--- src/rtl/lstm_gate_mac_if.sv ---
// Signal bundle for lstm_gate_mac: x-buffer load, pass control, results,
// and the read port of the downstream-facing weight RAM.
interface lstm_gate_mac_if #(
  parameter int DATA_W = 16,
  parameter int ADDR_W = 9
);
  logic              start;
  logic              x_wr_en;
  logic [4:0]        x_wr_idx;
  logic [DATA_W-1:0] x_wr_data;
  logic              mem_ce0;
  logic [ADDR_W-1:0] mem_addr0;
  logic [DATA_W-1:0] mem_rdata;
  logic [DATA_W-1:0] y_data;
  logic [4:0]        y_row;
  logic              y_valid;
  logic              busy;
  logic              done;

  modport slave (
    input  start, x_wr_en, x_wr_idx, x_wr_data, mem_rdata,
    output mem_ce0, mem_addr0, y_data, y_row, y_valid, busy, done
  );

  modport master (
    output start, x_wr_en, x_wr_idx, x_wr_data, mem_rdata,
    input  mem_ce0, mem_addr0, y_data, y_row, y_valid, busy, done
  );
endinterface

--- src/rtl/lstm_gate_mac.sv ---
// Streaming weight-row x input-vector MAC producing one gate pre-activation per row.
// Optional output saturation: define LSTM_GATE_MAC_SAT_EN (default build wraps).
module lstm_gate_mac #(
  parameter int DATA_W   = 16,
  parameter int FRAC     = 8,
  parameter int VEC_LEN  = 20,
  parameter int NUM_ROWS = 20,
  parameter int ADDR_W   = 9,
  parameter int ACC_W    = 40
) (
  input  logic           clk,
  input  logic           reset,
  lstm_gate_mac_if.slave bus
);

  localparam logic [4:0] COL_LAST = 5'(VEC_LEN - 1);
  localparam logic [4:0] ROW_LAST = 5'(NUM_ROWS - 1);

  typedef enum logic [1:0] {IDLE, RUN, DRAIN1, DRAIN2} state_t;

  typedef struct packed {
    logic       valid;
    logic       last;
    logic [4:0] col;
    logic [4:0] row;
  } tag_t;

  state_t state, state_next;
  logic   accept, advance, last_issue;

  logic [4:0]        col, row;
  logic [ADDR_W-1:0] addr;
  logic              ce0, busy_q, done_q, y_valid_q;
  logic [DATA_W-1:0] y_data_q;
  logic [4:0]        y_row_q;
  tag_t              tag_issue, tag1, tag2;

  logic signed [DATA_W-1:0]   x_buf [VEC_LEN];
  logic signed [DATA_W-1:0]   w_s, x_s;
  logic signed [2*DATA_W-1:0] prod;
  logic signed [ACC_W-1:0]    acc, acc_base, prod_ext, sum, shifted;
  logic [DATA_W-1:0]          y_fmt;

  assign last_issue = (col == COL_LAST) && (row == ROW_LAST);

  always_ff @(posedge clk) begin
    if (!reset) state <= IDLE;
    else        state <= state_next;
  end

  // NOTE: every comb output gets a default first so no path can infer a latch.
  always_comb begin
    state_next = state;
    accept     = 1'b0;
    advance    = 1'b0;
    case (state)
      IDLE:    if (bus.start) begin
                 state_next = RUN;
                 accept     = 1'b1;
               end
      RUN:     if (last_issue) state_next = DRAIN1;
               else            advance    = 1'b1;
      DRAIN1:  state_next = DRAIN2;
      DRAIN2:  state_next = IDLE;
      default: state_next = IDLE;
    endcase
  end

  // Issue side: col/row/addr always describe the address currently on the bus.
  // NOTE: sequential state uses non-blocking assignments so all flops update together.
  always_ff @(posedge clk) begin
    if (!reset) begin
      col    <= '0;
      row    <= '0;
      addr   <= '0;
      ce0    <= 1'b0;
      busy_q <= 1'b0;
    end else begin
      if (accept) begin
        col    <= '0;
        row    <= '0;
        addr   <= '0;
        ce0    <= 1'b1;
        busy_q <= 1'b1;
      end else if (advance) begin
        addr <= addr + ADDR_W'(1);
        if (col == COL_LAST) begin
          col <= '0;
          row <= row + 5'd1;
        end else begin
          col <= col + 5'd1;
        end
      end
      if (state == DRAIN1) ce0    <= 1'b0;
      if (state == DRAIN2) busy_q <= 1'b0;
    end
  end

  assign tag_issue = '{valid: (state == RUN), last: (col == COL_LAST), col: col, row: row};

  // Tags move in lockstep with the RAM's ce0-gated two-register read path;
  // once ce0 drops the final tag is consumed once and then invalidated.
  always_ff @(posedge clk) begin
    if (!reset) begin
      tag1 <= '0;
      tag2 <= '0;
    end else if (ce0) begin
      tag1 <= tag_issue;
      tag2 <= tag1;
    end else begin
      tag1.valid <= 1'b0;
      tag2.valid <= 1'b0;
    end
  end

  // NOTE: the x register file is deliberately left out of reset; it is plain storage.
  always_ff @(posedge clk) begin
    if (state == IDLE && bus.x_wr_en && (32'(bus.x_wr_idx) < VEC_LEN))
      x_buf[bus.x_wr_idx] <= bus.x_wr_data;
  end

  always_comb begin
    w_s      = bus.mem_rdata;
    x_s      = x_buf[tag2.col];
    prod     = (2*DATA_W)'(w_s) * (2*DATA_W)'(x_s);
    prod_ext = {{(ACC_W-2*DATA_W){prod[2*DATA_W-1]}}, prod};
    acc_base = (tag2.col == 5'd0) ? '0 : acc;
    sum      = acc_base + prod_ext;
    shifted  = sum >>> FRAC;
`ifdef LSTM_GATE_MAC_SAT_EN
    if (shifted > $signed({{(ACC_W-DATA_W+1){1'b0}}, {(DATA_W-1){1'b1}}}))
      y_fmt = {1'b0, {(DATA_W-1){1'b1}}};
    else if (shifted < $signed({{(ACC_W-DATA_W+1){1'b1}}, {(DATA_W-1){1'b0}}}))
      y_fmt = {1'b1, {(DATA_W-1){1'b0}}};
    else
      y_fmt = DATA_W'(shifted);
`else
    y_fmt = DATA_W'(shifted);
`endif
  end

  always_ff @(posedge clk) begin
    if (!reset) begin
      acc       <= '0;
      y_data_q  <= '0;
      y_row_q   <= '0;
      y_valid_q <= 1'b0;
      done_q    <= 1'b0;
    end else begin
      y_valid_q <= 1'b0;
      done_q    <= 1'b0;
      if (tag2.valid) begin
        acc <= sum;
        if (tag2.last) begin
          y_data_q  <= y_fmt;
          y_row_q   <= tag2.row;
          y_valid_q <= 1'b1;
          done_q    <= (tag2.row == ROW_LAST);
        end
      end
    end
  end

  assign bus.mem_ce0   = ce0;
  assign bus.mem_addr0 = addr;
  assign bus.y_data    = y_data_q;
  assign bus.y_row     = y_row_q;
  assign bus.y_valid   = y_valid_q;
  assign bus.busy      = busy_q;
  assign bus.done      = done_q;

endmodule

--- src/flat_wrapper.sv ---
// flat-port wrapper written by rule: the top's interface ports become plain ports
module lstm_gate_mac_flat 
#(
  parameter int DATA_W   = 16,
  parameter int FRAC     = 8,
  parameter int VEC_LEN  = 20,
  parameter int NUM_ROWS = 20,
  parameter int ADDR_W   = 9,
  parameter int ACC_W    = 40
)
  (clk, reset, bus_start, bus_x_wr_en, bus_x_wr_idx, bus_x_wr_data, bus_mem_rdata, bus_mem_ce0, bus_mem_addr0, bus_y_data, bus_y_row, bus_y_valid, bus_busy, bus_done);
  lstm_gate_mac_if #(.DATA_W(DATA_W), .ADDR_W(ADDR_W)) bus_i ();
  input  logic clk;
  input  logic reset;
  input wire logic [$bits(bus_i.start)-1:0] bus_start;
  input wire logic [$bits(bus_i.x_wr_en)-1:0] bus_x_wr_en;
  input wire logic [$bits(bus_i.x_wr_idx)-1:0] bus_x_wr_idx;
  input wire logic [$bits(bus_i.x_wr_data)-1:0] bus_x_wr_data;
  input wire logic [$bits(bus_i.mem_rdata)-1:0] bus_mem_rdata;
  output wire logic [$bits(bus_i.mem_ce0)-1:0] bus_mem_ce0;
  output wire logic [$bits(bus_i.mem_addr0)-1:0] bus_mem_addr0;
  output wire logic [$bits(bus_i.y_data)-1:0] bus_y_data;
  output wire logic [$bits(bus_i.y_row)-1:0] bus_y_row;
  output wire logic [$bits(bus_i.y_valid)-1:0] bus_y_valid;
  output wire logic [$bits(bus_i.busy)-1:0] bus_busy;
  output wire logic [$bits(bus_i.done)-1:0] bus_done;
  assign bus_i.start = bus_start;
  assign bus_i.x_wr_en = bus_x_wr_en;
  assign bus_i.x_wr_idx = bus_x_wr_idx;
  assign bus_i.x_wr_data = bus_x_wr_data;
  assign bus_i.mem_rdata = bus_mem_rdata;
  assign bus_mem_ce0 = bus_i.mem_ce0;
  assign bus_mem_addr0 = bus_i.mem_addr0;
  assign bus_y_data = bus_i.y_data;
  assign bus_y_row = bus_i.y_row;
  assign bus_y_valid = bus_i.y_valid;
  assign bus_busy = bus_i.busy;
  assign bus_done = bus_i.done;
  lstm_gate_mac #(.DATA_W(DATA_W), .FRAC(FRAC), .VEC_LEN(VEC_LEN), .NUM_ROWS(NUM_ROWS), .ADDR_W(ADDR_W), .ACC_W(ACC_W)) u_core (.clk(clk), .reset(reset), .bus(bus_i));
endmodule
--- config.mk ---
export PLATFORM = sky130hd
export DESIGN_NAME = lstm_gate_mac_flat
export DESIGN_NICKNAME = d
export VERILOG_FILES = /design/src/rtl/lstm_gate_mac_if.sv /design/src/rtl/lstm_gate_mac.sv /design/src/flat_wrapper.sv
export SDC_FILE = /design/constraint.sdc
export NUM_CORES = 1
export LEC_CHECK = 0
export ABC_CLOCK_PERIOD_IN_PS = 8900
export CAP_MARGIN = 25
export CORE_UTILIZATION = 25
export DETAILED_ROUTE_END_ITERATION = 12
export GPL_TIMING_DRIVEN = 0
export PLACE_DENSITY = 0.41
export SLEW_MARGIN = 0
export SYNTH_ARGS = -nofsm -noshare
export SYNTH_HDL_FRONTEND = slang
export SYNTH_SLANG_ARGS = --single-unit
--- constraint.sdc ---
create_clock -name clk -period 8.9 [get_ports clk]
set_input_delay 2.67 -clock clk [delete_from_list [all_inputs] [get_ports clk]]
set_output_delay 2.67 -clock clk [all_outputs]
set_load 0.02 [all_outputs]
==> impl_metrics.ini, run 1 <==
[outcome]
outcome = completed

[die]
core_um2 = 97100
start_util_pct = 25.3
die_x_um = 316
dieArea_um2 = 99700
die_y_um = 316
num_io_pins = 75
fp-row-count = 114

[pwr]
power_density_nw_per_um2 = 262
p_leak_nw = 10.8
finalPower_mw = 7.61
irDropWorstVdd_v = 0.000211

[synth]
yosysMostFrequentCell = edfxtp_1
yosys_warnings = 0
synth.top_cell.area_share_pct = 39.0
syn_area_um2 = 24600
syn_nets = 2216
synthTopCellsByArea = edfxtp_1, fa_1, dfxtp_1
synth_seq_cells = 419
ys_async_sr_fraction_pct = 0
ys_seq_area_share_pct = 47.1
yosysUniqueCellTypes = 59
synth_edf_count = 320
yosysTopAreaCell = edfxtp_1
syn_inst = 1877
syn_avg_cell_area_um2 = 13.1
ys_dominant_reg_cell = edfxtp_1
ys_top_cells_by_count = edfxtp_1, inv_1, fa_1, nand2_1, nor2b_1

[clock_tree]
cts_buffer_depth = 3
clkSinkCount = 419
cts_made_buffers = 47
root_buffer = clkbuf_16
clk_pin_slew_worst_paths_ns = 0.06
cts_tree = built
hold_buffers = 0
cts-htree-levels = 2
worstSkewPairLatency_ns = 0.60

[setup_path]
worstPathRequired_ns = 9.43
cp_max_fo = 10
critPathCaptureType = flip-flop
worstPathArrival_ns = 9.21
critPathKind = in2reg
startpoint_type = primary input

[final_layout]
area_growth_pct = 17.9
final_cells = 3333
layout-drive-gt1-share_pct = 13.4
finalNetCount = 2364
utilization_pct = 29.9

[routing]
drt-pass1-iter-count = 4
vias = 14400
drc = 0
drtAntennaViolNets = 0
routed_wl_um = 67400
drtIter0Drc = 689
vias_per_cell = 4.33
post_drt_wl_per_cell_um = 20.2

[timing]
fmax_mhz = 115
holdWs_ns = 0.464
finalCritPeriodShare_pct = 97.5
min_period_ns = 8.68
setup_viol = 0
worst_pin_slew_ns = 0.872
worst_slack_ns = 0.222
fin_worst_skew_ns = 0.0304
grt_setup_unrepaired = no
timing_max_transition_violations_final = 0
hold_viol = 0
maxSlewHeadroom_pct = 41.7

[global_routing]
grt.overflow.total = 0
grt_usage_pct = 14.0
grt_max_degree = 21
grt_pass1_wl_um = 102000
grt_pass1_vias = 16000
antenna_found_initial = 4

[place]
io_buffers = 71
place_inst = 3242
gp_congestion = 0.797
place_ws_ns = -1.24
hpwl_um = 50200

[hold_path]
hp-class = reg2reg

[run]
maxCapViolations = 0
placed cells by master (no fill, tap or decap), types with 8 or more instances in the layout:
master,instances
clkbuf_2,8
xnor2_1,34
buf_8,10
xor2_1,19
nand2b_1,11
nor2b_1,122
clkbuf_16,48
clkdlybuf4s50_1,57
edfxtp_1,320
o21ai_0,17
buf_6,14
a21o_1,13
nand3_1,10
o22ai_1,8
mux2i_1,62
a21boi_0,16
nand4_1,8
nand2_1,170
clkbuf_1,41
clkbuf_4,9
ha_1,89
buf_4,19
nor2_1,30
a21oi_1,23
nor2_2,9
and2_1,56
dfxtp_1,99
fa_1,209
inv_1,297
mux4_2,83
logic make-up (layout without fill, tap and decap cells):
logic type	Yosys count	count (layout)	synth area share, %
mux	153	153	10.5
buf+inv	376	554	6.16
flops	419	419	47.1
compound gates	108	108	3.01
other cells	0	2	0
xor+xnor	54	54	1.98
fa+ha+maj	298	298	21.5
simple gates	469	469	9.70
cell type report:
class                      count  area, um^2
fill                        9862       68100
multi-input combinational   1082       11700
sequential                   419       11600
tap                         1276        1600
clock buffer                  63        1310
inverter                     298        1120
timing repair buffer         101        1060
buffer                        76         517
clock inverter                16         169
antenna                        2        5.00
flip-flops by register name, indices dropped and copies added (netlist names), named ones only:
register and count:
u_core.x_buf 320, u_core.acc 24, u_core.bus.y_data 16, u_core.tag1 12, u_core.tag2 12, u_core.bus.mem_addr0 9
u_core.bus.y_row 5, u_core.col 5, u_core.row 5, u_core.state 2, u_core.bus.busy 1, u_core.bus.done 1
u_core.bus.mem_ce0 1, u_core.bus.y_valid 1
repair_timing:
item | 4_1_cts | 5_1_grt
setup buffers | 7 | 5
hold endpoints to repair | 0 | 0
pin swaps | 2 | 2
gates resized for setup | 63 | 45
setup endpoints to repair | 14 | 4
critical path, stage by stage:
cell	delay (ns)
clkdlybuf4s15_2	0.35
clkbuf_4	0.30
nand2_1	0.09
fa_1	0.53
inv_1	0.05
fa_1	0.48
fa_1	0.61
fa_1	0.48
fa_1	0.50
inv_1	0.05
fa_1	0.47
inv_1	0.04
ha_1	0.33
a21o_1	0.21
a211oi_2	0.24
or3b_2	0.46
o21ba_2	0.25
a31oi_2	0.23
o21ai_0	0.15
xor2_1	0.20
xnor3_2	0.33
a21oi_1	0.16
per-stage QoR:
step / area [um^2] / setup TNS [ns]
floorplan: 24600 / 0
global placement: 26900 / -16.63
detailed placement: 27200 / -16.03
CTS: 28900 / 0
global route: 29000 / 0
finish: 29000 / 0
final timing paths:
check	slack, ns	start	end	cells after the start
setup / recovery	0.22	bus_mem_rdata[8]	u_core.acc[23]	22
hold / removal	0.46	u_core.bus.y_data[7]	u_core.bus.y_data[7]	2
setup reg to reg	0.32	flip-flop	u_core.acc[23]	29
hold reg to reg	0.46	u_core.bus.y_data[7]	u_core.bus.y_data[7]	2
per-layer routing:
layer | part of all wire (%) | track usage (%)
met2 | 50 | 24.2
met5 | 0.013 | 0
met3 | 3.1 | 1.83
met1 | 45 | 18.2
met4 | 2.2 | 3.77
power breakdown:
group / leakage (nW) / internal (mW) / switching (mW) / total [mW]
clock: 0.711 / 1.06 / 0.797 / 1.86
sequential: 3.68 / 2.14 / 0.0162 / 2.16
combinational: 6.44 / 1.43 / 2.16 / 3.59
Note: power is estimated with default switching activity, not from simulation.
==> run 2: changes to the inputs <==
==> constraint.sdc (replaced) <==
create_clock -name clk -period 8.9 [get_ports clk]
set_input_delay 2.67 -clock clk [delete_from_list [all_inputs] [get_ports clk]]
set_output_delay 2.67 -clock clk [all_outputs]
set_load 0.1 [all_outputs]
==> results of run 2 <==
Same layout as run 1 (identical final DEF). Status: completed.
Main changes from that run: total power 7.61 mW -> 7.64 mW
